### config.mk
export PLATFORM = sky130hd
export DESIGN_NAME = corr_hist_addr_gen
export DESIGN_NICKNAME = d
export VERILOG_FILES = /design/src/rtl/corr_hist_addr_gen.sv
export SDC_FILE = /design/constraint.sdc
export NUM_CORES = 1
export LEC_CHECK = 0
export BUFFER_PORTS_ARGS = -buffer_cell sky130_fd_sc_hd__buf_2
export CAP_MARGIN = 20
export CELL_PAD_IN_SITES_DETAIL_PLACEMENT = 0
export CELL_PAD_IN_SITES_GLOBAL_PLACEMENT = 1
export CORE_MARGIN = 2
export CORE_UTILIZATION = 44
export DETAILED_ROUTE_END_ITERATION = 16
export PLACE_DENSITY = 0.82
export SLEW_MARGIN = 40
export SYNTH_ARGS = -nofsm -noshare
export SYNTH_HDL_FRONTEND = slang
export SYNTH_SLANG_ARGS = --single-unit
### constraint.sdc
create_clock -name clk -period 2.8 [get_ports clk]
set_input_delay 0 -clock clk [delete_from_list [all_inputs] [get_ports clk]]
set_output_delay 0 -clock clk [all_outputs]
set_load 0.005 [all_outputs]
### src/rtl/corr_hist_addr_gen.sv
// Time-correlation histogram address generator: classifies start/stop events,
// maps the interval to a bin around CENTER, and queues addresses in a FIFO.
module corr_hist_addr_gen #(
  parameter int CH_W   = 2,
  parameter int INT_W  = 7,
  parameter int ADDR_W = 8,
  parameter int CENTER = 128,
  parameter int DEPTH  = 4,
  parameter int CNT_W  = 16
) (
  input  logic              clk,
  input  logic              rst,
  input  logic              en,
  input  logic [CH_W-1:0]   ch_a,
  input  logic [CH_W-1:0]   ch_b,
  input  logic [CH_W-1:0]   coinc_start,
  input  logic [CH_W-1:0]   coinc_end,
  input  logic [CH_W-1:0]   start_ch,
  input  logic [CH_W-1:0]   end_ch,
  input  logic [INT_W-1:0]  interval,
  input  logic              data_arrived,
  output logic [ADDR_W-1:0] addr,
  output logic              addr_valid,
  input  logic              addr_ready,
  output logic [CNT_W-1:0]  evt_cnt,
  output logic [CNT_W-1:0]  drop_cnt,
  input  logic              clr_cnt
);

  localparam int SW = ADDR_W + 1;
  localparam int PW = $clog2(DEPTH);
  localparam logic [SW-1:0]    CEN     = SW'(CENTER);
  localparam logic [CNT_W-1:0] CNT_MAX = '1;
  localparam logic [PW:0]      FULL    = (PW+1)'(DEPTH);

  logic              da_q;
  logic              evt;
  logic [SW-1:0]     ival;
  logic              cls_valid;
  logic              cls_drop;
  logic [SW-1:0]     cls_res;

  logic              s1_push;
  logic              s1_drop;
  logic [ADDR_W-1:0] s1_addr;

  logic [ADDR_W-1:0] mem [DEPTH];
  logic [PW-1:0]     wr_ptr;
  logic [PW-1:0]     rd_ptr;
  logic [PW:0]       count;
  logic              full;
  logic              pop;
  logic              push;
  logic              full_drop;

  assign evt  = data_arrived & en & ~da_q;
  assign ival = SW'(interval);

  // Both operands are below 2**ADDR_W, so the extra result bit is set exactly
  // when the sum overflows the address range or the difference goes negative.
  always_comb begin
    cls_valid = 1'b0;
    cls_drop  = 1'b0;
    cls_res   = '0;
    if (start_ch == coinc_start && end_ch == coinc_end && interval == '0) begin
      cls_valid = 1'b1;
      cls_res   = CEN;
    end else if (start_ch == ch_a && end_ch == ch_b) begin
      cls_res   = CEN + ival;
      cls_drop  = cls_res[ADDR_W];
      cls_valid = ~cls_res[ADDR_W];
    end else if (start_ch == ch_b && end_ch == ch_a) begin
      cls_res   = CEN - ival;
      cls_drop  = cls_res[ADDR_W];
      cls_valid = ~cls_res[ADDR_W];
    end
  end

  always_ff @(posedge clk) begin
    if (rst) begin
      da_q    <= 1'b1;
      s1_push <= 1'b0;
      s1_drop <= 1'b0;
      s1_addr <= '0;
    end else begin
      da_q    <= data_arrived;
      s1_push <= evt & cls_valid;
      s1_drop <= evt & cls_drop;
      s1_addr <= cls_res[ADDR_W-1:0];
    end
  end

  assign addr_valid = (count != '0);
  assign addr       = mem[rd_ptr];
  assign full       = (count == FULL);
  assign pop        = addr_valid & addr_ready;
  assign push       = s1_push & (~full | pop);
  assign full_drop  = s1_push & full & ~pop;

  always_ff @(posedge clk) begin
    if (rst) begin
      wr_ptr <= '0;
      rd_ptr <= '0;
      count  <= '0;
      for (int unsigned i = 0; i < DEPTH; i++) mem[i] <= '0;
    end else begin
      if (push) begin
        mem[wr_ptr] <= s1_addr;
        wr_ptr      <= wr_ptr + PW'(1);
      end
      if (pop) rd_ptr <= rd_ptr + PW'(1);
      if (push && !pop)      count <= count + (PW+1)'(1);
      else if (pop && !push) count <= count - (PW+1)'(1);
    end
  end

  always_ff @(posedge clk) begin
    if (rst || clr_cnt) begin
      evt_cnt  <= '0;
      drop_cnt <= '0;
    end else begin
      if (push && evt_cnt != CNT_MAX) evt_cnt <= evt_cnt + CNT_W'(1);
      if ((s1_drop || full_drop) && drop_cnt != CNT_MAX) drop_cnt <= drop_cnt + CNT_W'(1);
    end
  end

endmodule

==> impl.org, run 1 <==
** Yosys
- Ranked by total cell area, the synthesized netlist is headed by sky130_fd_sc_hd__dfxtp_1 (25%), sky130_fd_sc_hd__edfxtp_1 (24%), sky130_fd_sc_hd__mux4_2 (4.5%).
- Counting flops with a built-in enable in the synthesized netlist gives 32.
- Synthesis instantiated 49 different standard cells from the library.
- Share of async-settable or async-resettable flops after synthesis :: 0%
- In this run the biggest area consumer among cell types represents 25.34% of the synthesized area.
- Each instance of the synthesized netlist takes up on average 10.17 um^2.
- Leading area contributor after synthesis :: sky130_fd_sc_hd__dfxtp_1
- The synthesized design contains between 80 and 90 register bits.
- Post-synthesis cell area :: about 0.0040 mm^2
- Of the synthesized area, sequential elements account for 49.19%.
- Synthesis handed over a netlist of 396 instances.
- The Yosys step of the flow raised 0 warnings.
- The number of nets in the synthesized netlist is about 430.
- Most frequently used flop master after synthesis :: sky130_fd_sc_hd__dfxtp_1

** Pwr
- For this design the static power due to leakage is 1.816 nW.
- The clock network is responsible for 32.8% of the overall power.
- VDD sags by at most 0.2927 mV.
- Combinational group share of total power :: 14.2%
- Cell internal power was estimated by the tool at ~1.8 mW.
- For this design the ratio of total power to cell area is 542.9 mW/mm^2.
- Switching power :: 0.7468 mW
- Sequential cells account for 53.0% of the total power.
- Switching fraction of total power :: 28.85%

** Clock tree
- Source-to-sink clock delay at the later pin of the worst-skew pair :: around 360 ps
- Root Buffer :: sky130_fd_sc_hd__clkbuf_8
- The number of gates resized after CTS was 0.
- In this run the number of H-tree levels came out at 3.
- CTS Hold Bufs :: 10
- Number of buffers added by the clock tree synthesis step :: 9
- Num Clock Sinks :: 83
- Clock input transition at the sequential cells of the worst setup and hold paths :: roughly 90 ps
- Number of buffers on the longest clock path :: 2
- Post-CTS setup-driven buffer insertion count :: 0
- TritonCTS built the clock tree.

** Critical path
- Required time of the critical path :: 3090 ps
- Together, buffers and inverters on the worst path number 2.
- Crit path max-delay family :: simple AND/OR/NAND/NOR gates
- The largest single stage delay on the critical path is 640 ps.
- CP Launch Type :: flop
- Worst Setup End Kind :: flop
- Largest fanout of any net on the critical path :: 7
- CP Data Arrival Time :: 2770 ps
- The slowest stage of the critical path is the sky130_fd_sc_hd__or4b_1 cell.
- The critical path goes through or4b_1 > nand2_1 > clkinv_1 > ha_1 > inv_1 > fa_1 > xor2_1 > or3_1 > a21oi_1.
- Path type of the worst setup path :: reg -> reg

** GRT
- Global routing consumed, over all layers together, 19.71% of the routing resources.
- The first global-routing pass estimated 15,640 um of wire.
- The initial antenna violation count was 0.
- Pin count of the biggest net entering global routing :: 28
- Number of global-route vias before repair :: 3,213
- Total grt overflow :: 0

** Detailed routing
- Vias post-DR :: 3,391
- The detailed router finished its first iteration with approximately 150 violations.
- DRC errors left :: 0
- Routed wirelength normalized by instance count :: 15.81 um
- Detailed-routing iteration count for the pre-antenna-repair pass :: 5
- Via density per instance :: 5.797
- The count of nets left with antenna violations once routing finished came out at 0.
- Summed over all layers, the routed wires come to between 9000 and 10,000 um.

** Floorplan
- Initial standard-cell utilization of the core :: a little under half
- From bottom edge to top edge, the die measures 99.69 um.
- Core area :: 0.008806 mm^2
- The die covers between 0.009 and 0.01 mm^2.
- Total number of placement rows :: 34
- 66 I/O pins were placed.
- X dimension of the die :: 99.69 um

** Worst hold path
- In this run the worst hold path is classified as in -> reg.

** Timing
- Final Hold Viols :: 0
- Slew of the pin with the lowest slew margin :: 748.7 ps
- Final clock skew :: 17.73 ps
- Setup repair after global routing left no endpoint under its margin.
- Hold Worst Slack :: approximately 45 ps
- Final critical-path share of the clock period :: 88.65%
- Aggregate negative setup slack :: 0 ps
- Headroom to the max-slew limit :: approximately 50%
- Peak clock frequency supported by timing :: 0.4029 GHz
- The clock period could shrink to 2482 ps.
- Final setup fails :: 0
- The number of max-slew violations in the final report is 0.

** Finish
- Layout area overhead :: 18.32%
- 0 antenna diodes ended up in the layout.
- Final cell count without fillers :: 585
- Number of nets in the final layout :: between 500 and 600
- Of the cells placed in the final design, the portion with a size suffix greater than 1 is 23.06%.

** Run status
- The run finished with clean final reports.

** Placement
- Buffers placed on the I/O ports in this run total 65.
- Inst Count DP :: 559
- Routability-driven placement finished with a final weighted congestion of ~0.8.
- The wire-length estimate of the detail-placed layout is 6572 um.

** Run
- Across the run, the number of max-cap violations was 0.
synthesized netlist by cell type (3+ instances only):
library cell	number
sky130_fd_sc_hd__mux2i_1	4
sky130_fd_sc_hd__nand3_1	20
sky130_fd_sc_hd__dfxtp_1	51
sky130_fd_sc_hd__xor2_1	12
sky130_fd_sc_hd__and3_1	23
sky130_fd_sc_hd__a31o_2	4
sky130_fd_sc_hd__xnor2_1	5
sky130_fd_sc_hd__or3_1	11
sky130_fd_sc_hd__and2_1	17
sky130_fd_sc_hd__nor3b_1	3
sky130_fd_sc_hd__a21oi_1	26
sky130_fd_sc_hd__o31ai_1	12
sky130_fd_sc_hd__a31oi_1	9
sky130_fd_sc_hd__o21ai_0	9
sky130_fd_sc_hd__or2_2	3
sky130_fd_sc_hd__nand4_1	17
sky130_fd_sc_hd__ha_1	4
sky130_fd_sc_hd__nand2_1	26
sky130_fd_sc_hd__clkbuf_1	13
sky130_fd_sc_hd__or4_1	14
sky130_fd_sc_hd__a211oi_1	3
sky130_fd_sc_hd__edfxtp_1	32
sky130_fd_sc_hd__nor3_1	3
sky130_fd_sc_hd__nor4_1	9
sky130_fd_sc_hd__nor2_1	23
sky130_fd_sc_hd__inv_1	4
sky130_fd_sc_hd__mux4_2	8
layout by cell type (no fill, tap or decap), types with 3 or more instances in the layout:
cell type	count
sky130_fd_sc_hd__or3_1	11
sky130_fd_sc_hd__dlygate4sd3_1	10
sky130_fd_sc_hd__nor2_1	23
sky130_fd_sc_hd__buf_2	65
sky130_fd_sc_hd__nand2_1	26
sky130_fd_sc_hd__a21oi_1	26
sky130_fd_sc_hd__nor3_1	3
sky130_fd_sc_hd__nor4_1	9
sky130_fd_sc_hd__o31ai_1	12
sky130_fd_sc_hd__dfxtp_1	51
sky130_fd_sc_hd__xor2_1	12
sky130_fd_sc_hd__a211oi_1	3
sky130_fd_sc_hd__mux4_2	8
sky130_fd_sc_hd__a31o_2	4
sky130_fd_sc_hd__nand3_1	20
sky130_fd_sc_hd__and3_1	23
sky130_fd_sc_hd__inv_1	4
sky130_fd_sc_hd__edfxtp_1	32
sky130_fd_sc_hd__mux2i_1	4
sky130_fd_sc_hd__nor3b_1	3
sky130_fd_sc_hd__ha_1	4
sky130_fd_sc_hd__a31oi_1	9
sky130_fd_sc_hd__or2_2	3
sky130_fd_sc_hd__o21ai_0	9
sky130_fd_sc_hd__inv_8	3
sky130_fd_sc_hd__buf_4	7
sky130_fd_sc_hd__and2_1	17
sky130_fd_sc_hd__clkbuf_8	9
sky130_fd_sc_hd__nand4_1	17
sky130_fd_sc_hd__or4_1	14
sky130_fd_sc_hd__xnor2_1	5
worst reg2reg max path, cell delays in order (launching register included):
cell and delay [ps]:
sky130_fd_sc_hd__dfxtp_1 380, sky130_fd_sc_hd__or4b_1 640, sky130_fd_sc_hd__nand2_1 130, sky130_fd_sc_hd__clkinv_1 190, sky130_fd_sc_hd__ha_1 290, sky130_fd_sc_hd__inv_1 70, sky130_fd_sc_hd__fa_1 180, sky130_fd_sc_hd__xor2_1 80
sky130_fd_sc_hd__or3_1 320, sky130_fd_sc_hd__a21oi_1 140
path summary, 6_finish.rpt:
path            start  slack (ps)  depth (start not counted)         to
min               rst          50                          2  wr_ptr[0]
max reg2reg  count[0]         320                          9   count[2]
max          count[0]         320                          9   count[2]
min reg2reg      da_q         500                          3    s1_push
power by group through the flow:
| stage | Clock, mW | Sequential, mW | Combinational (mW) |
|---|---|---|---|
| 2_1_floorplan | 0 | 1.36 | 0.263 |
| 3_3_place_gp | 0 | 1.39 | 0.344 |
| 3_5_place_dp | 0 | 1.40 | 0.357 |
| 5_1_grt | 0.919 | 1.38 | 0.412 |
| 6_report | 0.849 | 1.37 | 0.367 |
| 4_1_cts | 0.862 | 1.37 | 0.370 |
sequential cells by signal, indices dropped and copies added, names as in the netlist, named ones only:
signal    count
da_q          1
count         3
wr_ptr        2
rd_ptr        2
s1_push       1
s1_addr       8
evt_cnt      16
mem          32
drop_cnt     16
layer usage:
metal  track usage [%]  wire length (um)  up-vias
met5                 0                 0        -
met1             27.39              4280     1617
met3             3.935               424       10
li1                  -                 -     1687
met2             31.50              4446       77
met4             5.585                96        0
kinds of logic after synthesis:
kind of cell,share of synthesized area (%)
AO/OA/AOI/OAI,11.83
XOR/XNOR,3.696
adder cells (fa/ha/maj),1.739
buffers and inverters,2.205
flip-flops,49.19
multiplexers,5.466
AND/OR/NAND/NOR,25.87
cell type report:
cell class                      count  area [um^2]
Fill cell                         794         4039
Sequential cell                    83         1982
Multi-Input combinational cell    290         1958
Timing Repair Buffer               82        478.0
Tap cell                          108        135.1
Clock buffer                        9        123.9
Clock inverter                      7        67.56
Inverter                            6        22.52
per-stage QoR:
stage	util, %	instance area, um^2	power, mW	setup WS [ps]
floorplan	-	4029	1.624	356.0
detailed placement	50.82	4476	1.759	323.4
finish	54.13	4767	2.588	317.8
CTS	54.13	4767	2.606	326.3
global route	54.13	4767	2.715	155.7
global placement	50.82	4476	1.739	437.3
Note: power is estimated with default switching activity, not from simulation.
==> run 2: changes to the inputs <==
Settings changed: ABC_AREA set to 1, CORE_UTILIZATION 44 to 41, PLACE_DENSITY 0.82 to 0.81.
==> run 2 against run 1 <==
Against the previous run:
- via count is 9.4% higher
- first-iteration DRC count is 9.0% higher
- die area is 12% higher
- combinational power is 15% higher
- non-clock buffer count is 2 lower
- clock power is 1% higher
- largest power group unchanged
- global-route usage is 2.6 points lower
- largest cell class unchanged
- critical path depth is 2 higher
- sequential share of layout area is 1.8 points lower
- core utilization is 5.2 points lower
- cell area is 4.5% higher
- wire length is 0.93% lower
==> impl.org, run 2 <==
** Yosys
- sky130_fd_sc_hd__nand2_1 is the most common cell in the netlist.
- EDFF count, synth :: 32
- By count the netlist is led by sky130_fd_sc_hd__nand2_1 (142), sky130_fd_sc_hd__nor2_1 (102), sky130_fd_sc_hd__inv_1 (52), sky130_fd_sc_hd__dfxtp_1 (51), sky130_fd_sc_hd__nand3_1 (35).
- The Yosys step of the flow raised 0 warnings.
- Most frequently used flop master after synthesis :: sky130_fd_sc_hd__dfxtp_1
- Leading cell types by total area after synthesis :: sky130_fd_sc_hd__dfxtp_1 (24%), sky130_fd_sc_hd__edfxtp_1 (23%), sky130_fd_sc_hd__nand2_1 (13%)
- Post-synthesis average cell area :: 7.545 um^2
- Synthesis produced a netlist whose cell count is 561.
- Sequential cells were found to cover between 40 and 50% of the synthesized design area.
- For this run, asynchronously set or reset flops after synthesis account for 0%.
- Synthesis inferred 83 register bits.
- The largest total area in the synthesized netlist belongs to sky130_fd_sc_hd__dfxtp_1.
- Post-synthesis cell area :: 0.004233 mm^2
- After synthesis, the largest area contributor takes up about a quarter of total cell area.
- Cell variety after synth :: 28
- Synthesized Nets :: 591

** Floorplan
- Vert. Die Dim :: 105.6 um
- In this run the horizontal extent of the chip is about 110 um.
- Core area :: 0.01018 mm^2
- 66 I/O pins were placed.
- For this configuration, the core starts out at a cell density of 41.56%.
- Row generation in the floorplan step produced 37 rows.
- The floorplan step defined a die boundary enclosing 0.01115 mm^2.

** Finish
- Largest register FFs :: 32
- Most used cells in the layout excluding fill and tap cells :: sky130_fd_sc_hd__nand2_1 (142), sky130_fd_sc_hd__nor2_1 (102), sky130_fd_sc_hd__buf_2 (65), sky130_fd_sc_hd__inv_1 (52), sky130_fd_sc_hd__dfxtp_1 (51)
- Largest registers :: mem x32, drop_cnt x16, evt_cnt x16
- Number of nets in the final layout :: 670
- Largest reg by FF count :: mem
- Number of antenna repair diodes :: 0
- Leaving out fill and tap cells, the most frequent cell in the layout is sky130_fd_sc_hd__nand2_1.
- Layout area overhead :: 17.74%
- Of the cells placed in the final design, the portion with a size suffix greater than 1 is 16.59%.
- Measured on the finished design, the core utilization comes to 48.93%.
- Final cell count without fillers :: 781

** Clock tree
- Clock-pin slew was measured on the worst setup and hold paths at 90 ps.
- Number of buffers added by the clock tree synthesis step :: 9
- The clock reaches the later pin of the worst-skew pair after 350 ps.
- For this design, the sink count on the clock tree is 83.
- The H-tree was split into 3 levels.
- Number of buffers on the longest clock path :: 2
- In this run the clock root is driven by a sky130_fd_sc_hd__clkbuf_8.
- TritonCTS built the clock tree.

** Run
- Across the run, the number of max-cap violations was 0.

** Detailed routing
- The first detailed-routing pass took 4 iterations.
- Number of routed nets with antenna violations :: 0
- Routed wirelength normalized by instance count :: 11.73 um
- Via density per instance :: 4.749
- Vias post-DR :: 3,709
- For this block, the routed nets add up to 9163 um of wire.
- DRC errors left :: 0
- 1st-iter DRT viols :: 158

** Critical path
- Series of cell instances along the critical path :: nor2_2 > nand2_1 > nand2_2 > inv_2 > ha_1 > inv_1 > fa_1 > a21oi_1 > o21ai_0 > o21ai_0 > a21oi_1
- Worst R2R Setup Slack :: 840 ps
- Crit-path max cell delay :: 410 ps
- Path type of the worst setup path :: reg -> reg
- STA classifies the critical path startpoint as a flop.
- The worst setup path is captured at a flop.
- The worst register-to-register path ends at count[2].
- Largest fanout of any net on the critical path :: 8
- The startpoint identified for the worst register-to-register timing path is count[0].
- Worst Reg-to-Reg Cells :: 11
- Required time of the critical path :: 3040 ps
- CP Data Arrival Time :: 2200 ps
- Cell with the largest stage delay on the worst path :: sky130_fd_sc_hd__dfxtp_1

** Placement
- Routability-driven placement congestion ratio :: roughly 0.78
- Detailed Place HPWL :: 6477 um
- After detailed placement, the design holds a cell count of 754.
- Count of buffers from port buffering :: 65

** GRT
- Total grt overflow :: 0
- Total global-route track usage :: between 15 and 20%
- In the global route stage, met3 resource usage came out at 3.401%.
- Wire length of the first global-routing pass :: 15,370 um
- The number of global-route vias before repair is 3,352.
- After global routing, the most crowded layer is met2.
- Pin count of the biggest net entering global routing :: 21
- In the global route stage, met2 resource usage came out at 27.05%.
- For this run, global-route usage on met1 was measured as 23.13%.
- The initial antenna violation count came to 0.

** Timing
- The number of max-slew violations in the final report came to 0.
- Clock skew on the completed layout was measured at roughly 11 ps.
- Setup repair after global routing missed its margin :: no
- Final Hold Viols :: 0
- Headroom to the max-slew limit :: between 40% and 50%
- Final critical-path share of the clock period :: about 70%
- Peak clock frequency supported by timing :: 0.5105 GHz
- Aggregate negative setup slack :: 0 ps
- For the pin with the worst max-slew slack, the measured transition is ~780 ps.
- Final setup fails :: 0
- After layout, the minimum clock period comes to around 2000 ps.
- Hold Worst Slack :: about 28 ps

** Worst hold path
- Hold Startpoint :: addr_ready
- Worst hold-check path type :: in -> reg
- The worst hold path terminates at rd_ptr[0].
- Number of cells on the worst hold path :: 4

** Pwr
- Overall power consumption after layout is estimated at 2.641 mW.
- Summed over all cells, the static leakage comes to about 2.1 nW.
- Power density over the cells :: 530.0 mW/mm^2
- IR analysis of the VDD net gives a maximum drop of ~0.23 mV.

** Run status
- The flow ran to the end, and the final reports show no timing, DRC or antenna violations.
run 2: changes by cell type after synthesis, moves of 15 or more:
| cell | delta |
|---|---|
| sky130_fd_sc_hd__nor2_1 | +79 |
| sky130_fd_sc_hd__and2_1 | -17 |
| sky130_fd_sc_hd__and3_1 | -23 |
| sky130_fd_sc_hd__nand2_1 | +116 |
| sky130_fd_sc_hd__o21ai_0 | +19 |
| sky130_fd_sc_hd__inv_1 | +48 |
| sky130_fd_sc_hd__nand3_1 | +15 |
run 2: final cells by class:
class	instances	area [um^2]
Multi-Input combinational cell	411	1966
Tap cell	136	170.2
Timing Repair Buffer	80	465.4
Clock inverter	6	66.31
Inverter	55	206.4
Sequential cell	83	1982
Fill cell	1056	5201
Clock buffer	10	127.6
run 2: report_power, final:
group | switching (mW) | leakage (nW) | internal (mW)
sequential | 0.0563 | 0.742 | 1.30
combinational | 0.246 | 1.25 | 0.177
clock | 0.446 | 0.0885 | 0.412
total | 0.748 | 2.08 | 1.89
run 2: layer usage:
metal  up-vias  share of wire (%)
met5         -                  0
met4         0                1.2
met3         7                3.7
met2        63                 45
met1      1670                 50
li1       1969                  -
run 2: kinds of logic (layout without fill, tap and decap cells):
kind of cell	Yosys count	in the layout	share of synthesized area, %
AOI/OAI and AO/OA	71	71	9.193
xor gates and xnor gates	24	24	4.966
buffers and inverters	67	151	6.740
adders and majority gates	5	5	1.655
and+or+nand+nor	311	311	30.62
DFF	83	83	46.82
run 2: worst max path at each step:
stage / from / cells past startpoint / slack, ps / endpoint
after detailed placement: count[0] / 11 / 840 / count[2]
after floorplan: count[0] / 11 / 980 / count[2]
after global routing: count[0] / 11 / 660 / count[2]
after CTS: count[0] / 11 / 830 / count[2]
after global placement: count[0] / 11 / 880 / count[2]
final: count[0] / 11 / 840 / count[2]
run 2: through the flow:
step / worst slack [ps] / instance area (um^2)
floorplan: 984.8 / 4233
global placement: 884.5 / 4679
CTS: 826.9 / 4984
global route: 663.0 / 4984
finish: 841.0 / 4984
detailed placement: 839.8 / 4679
run 2: what timing repair did:
action,CTS,global route
hold endpoints to repair,10,0
buffers inserted,0,0
hold buffers,11,0
resized for setup,0,0
run 2: worst max-delay path, delay by kind of cell (launching register included):
family / cells / cell delay [ps]
simple gates: 3 / 290
buf+inv: 2 / 180
compound gates: 4 / 460
fa+ha+maj: 2 / 510
flops: 1 / 410
==> run 3: changes to the inputs <==
Settings changed: CORE_UTILIZATION 41 to 37, PLACE_DENSITY 0.81 to 0.77.
Clock period 2.8 ns to 1.8 ns, I/O delays scaled along.
==> run 3 against run 2 <==
Against the previous run:
- first-iteration DRC count increased by 12%
- final cell count increased by 2.9%
- cell area increased by 6.0%
- worst hold slack improved by 63 ps
- setup slack got worse by 770 ps
- clock power increased by 120%
- clock-buffer cell count decreased by 1
- clock skew decreased by 4.8 ps
- combinational power increased by 100%
- die area increased by 10%
- largest cell class is now multi-input gates
- highest routed layer unchanged
==> impl.org, run 3 (synthesis gave the netlist of run 2 again) <==
** Finish
- Summing all multi-input logic gate instances after layout gives 0.002008 mm^2.
- After routing the design area is 0.005280 mm^2.
- Layout area overhead :: 24.74%
- Most used cells in the layout excluding fill and tap cells :: sky130_fd_sc_hd__nand2_1 (139), sky130_fd_sc_hd__nor2_1 (101), sky130_fd_sc_hd__buf_2 (65), sky130_fd_sc_hd__inv_1 (50), sky130_fd_sc_hd__dfxtp_1 (49)
- Number of antenna repair diodes :: 0
- Filler cells :: between 1,000 and 1,500
- Number of nets in the final layout :: 686
- The register with the most flip-flops in the final layout is mem.
- Layout cell share with drive strength beyond 1 :: 20.57%
- Largest register FFs :: 32
- Most common cell after layout, fill and taps aside :: sky130_fd_sc_hd__nand2_1
- Registers take 0.001984 mm^2.
- Largest registers :: mem x32, drop_cnt x16, evt_cnt x16

** GRT
- Total global-route track usage :: 16.83%
- The initial antenna violation count was 0.
- GR met2 Demand/Resource :: 28.30%
- Pin count of the biggest net entering global routing :: 21
- Summed over all layers, the global routing overflow is 0.
- Met3 routing resource usage after global routing :: 3.773%
- The layer flagged by global routing as most heavily used is met2.
- The number of global-route vias before repair was 3,598.
- Met1 global-route usage :: between 20% and 30%
- The first global-routing pass estimated around 17,000 um of wire.

** Floorplan
- The die covers 0.01231 mm^2.
- Top-level I/O count :: 66
- X dimension of the die :: 111.0 um
- Initial standard-cell utilization of the core :: 37.55%
- In this run the core area contains 39 standard-cell rows.
- The region available for standard cell placement spans 0.01127 mm^2.
- The die is 111.0 um tall.

** Critical path
- Count of buffering cells on the critical path with inverters included :: 3
- Crit path max-delay family :: adder cells
- CP Launch Type :: flop
- STA puts the critical path data required time at about 2000 ps.
- Along the worst path, the maximum fanout reaches 4.
- The cell that appears most often on the critical path is sky130_fd_sc_hd__inv_2.
- CP Data Arrival Time :: 1960 ps
- Walking the worst path, the cells encountered are inv_2 > nor2_2 > nand2_1 > nand2_2 > inv_2 > ha_4 > inv_4 > fa_2 > a21oi_2 > o21ai_2 > o21ai_1 > a21oi_1.
- On the worst path, the slowest cell contributes a delay of 370 ps.
- By startpoint and endpoint, the worst setup path is classified as reg -> reg.
- Cell with the largest stage delay on the worst path :: sky130_fd_sc_hd__fa_2
- The worst setup path is captured at a flop.

** Clock tree
- Num Clock Sinks :: a little over 80
- The clock reaches the later pin of the worst-skew pair after ~340 ps.
- The root buffer cell chosen for the clock tree is sky130_fd_sc_hd__clkbuf_16.
- H-tree Lvls :: 3
- Clock tree from TritonCTS :: done
- No sink is reached through more buffers than the 2 on the longest clock path.
- Clock-pin slew was measured on the worst setup and hold paths at 60 ps.
- Number of buffers added by the clock tree synthesis step :: 9

** Detailed routing
- In this run the remaining antenna-violating nets after routing total 0.
- The first TritonRoute pass finished after 4 iterations.
- 1st-iter DRT viols :: 177
- Vias post-DR :: 3,782
- After detailed routing, the number of remaining DRC violations is 0.
- Dividing the detail-routed via count by the number of cells gives around 4.7.
- After detailed routing, the average wire length per cell comes to 12.28 um.
- Routed WL :: slightly below 10,000 um

** Pwr
- Leakage :: 2.227 nW
- Peak supply drop :: 0.4464 mV
- Power density over the cells :: ~910 mW/mm^2

** Timing
- Final Critical Period :: ~1700 ps
- Peak clock frequency supported by timing :: 0.5771 GHz
- Final critical-path share of the clock period :: 96.26%
- Setup violations remaining at the end of the flow were counted as 0.
- The tightest hold path in the finished design has a slack of 90.69 ps.
- The number of max-slew violations in the final report was 0.
- For the final database, setup skew stands at 6.111 ps.
- Slew of the pin with the lowest slew margin :: 816.6 ps
- Setup repair after global routing missed its margin :: yes
- The worst pin sits at a relative slew slack of 45.50%.
- The final-report hold violation count came to 0.

** Run
- Max capacitance violation total :: 0

** Worst hold path
- Worst hold-check path type :: in -> reg

** Run status
- The run finished with clean final reports.

** Placement
- Post-placement cell area :: about 0.0048 mm^2
- Detailed Place HPWL :: between 7000 and 8000 um
- Count of buffers from port buffering :: 65
- Routability-driven placement finished with a final weighted congestion of about 0.78.
==> run 3: cell count changes in the layout (fill, tap and decap cells not counted), moves of 2 or more <==
cell and delta:
sky130_fd_sc_hd__dfxtp_2 +2, sky130_fd_sc_hd__inv_6 +2, sky130_fd_sc_hd__o21ai_0 -3, sky130_fd_sc_hd__dfxtp_1 -2
sky130_fd_sc_hd__nand2_2 +2, sky130_fd_sc_hd__o21ai_1 +2, sky130_fd_sc_hd__nand2_1 -3, sky130_fd_sc_hd__buf_4 +15
sky130_fd_sc_hd__clkbuf_16 +9, sky130_fd_sc_hd__inv_1 -2, sky130_fd_sc_hd__clkbuf_8 -9
==> run 3: final cells by class <==
| cell class | instances | area share [%] |
|---|---|---|
| multi-input cells | 411 | 38.03 |
| flip-flops and latches | 83 | 37.58 |
| repair buffers | 96 | 11.33 |
| clock buffers | 9 | 4.265 |
| inverters | 55 | 3.957 |
| well taps | 143 | 3.389 |
| clock inverters | 7 | 1.445 |
==> run 3: power breakdown <==
| group | internal [mW] | switching, mW |
|---|---|---|
| clock network | 1.08 | 0.793 |
| registers | 2.03 | 0.0506 |
| logic | 0.362 | 0.487 |
==> run 3: layer usage <==
metal  part of all wire (%)  vias up
met5                      0        -
met4                    2.0        0
met3                    4.1       16
met2                     48       64
met1                     46     1703
li1                       -     1999
==> run 3: worst register-to-register path, cell delays in order (launching register included) <==
cell	delay, ps
sky130_fd_sc_hd__dfxtp_2	310
sky130_fd_sc_hd__inv_2	80
sky130_fd_sc_hd__nor2_2	50
sky130_fd_sc_hd__nand2_1	70
sky130_fd_sc_hd__nand2_2	60
sky130_fd_sc_hd__inv_2	80
sky130_fd_sc_hd__ha_4	140
sky130_fd_sc_hd__inv_4	40
sky130_fd_sc_hd__fa_2	370
sky130_fd_sc_hd__a21oi_2	140
sky130_fd_sc_hd__o21ai_2	70
sky130_fd_sc_hd__o21ai_1	140
sky130_fd_sc_hd__a21oi_1	60
==> run 3: final timing paths <==
path | endpoint | cells past startpoint | slack, ps | start
worst max-delay path | count[2] | 12 | 70 | count[2]
worst min-delay path | flop | 4 | 90 | addr_ready
worst max register to register | count[2] | 12 | 70 | count[2]
worst min register to register | rd_ptr[1] | 2 | 460 | rd_ptr[1]
==> run 3: what timing repair did <==
action,4_1_cts,5_1_grt
endpoints found under the setup margin,1,2
resized for setup,3,15
pin swaps,0,6
hold buffers,11,0
endpoints found under the hold margin,10,0
buffers inserted,0,2
==> run 3: per-stage QoR <==
step           std cells  setup WS (ps)  setup TNS [ps]  utilization [%]  power [mW]
5_1_grt              804         -48.45          -48.45            46.84       5.043
6_report             804          67.23               0            46.84       4.811
4_1_cts              802          26.54               0            46.30       4.768
3_5_place_dp         775         -54.13          -54.13            42.65       2.857
2_1_floorplan        561          17.88               0                -       2.554
3_3_place_gp         775          66.36               0            42.65       2.829
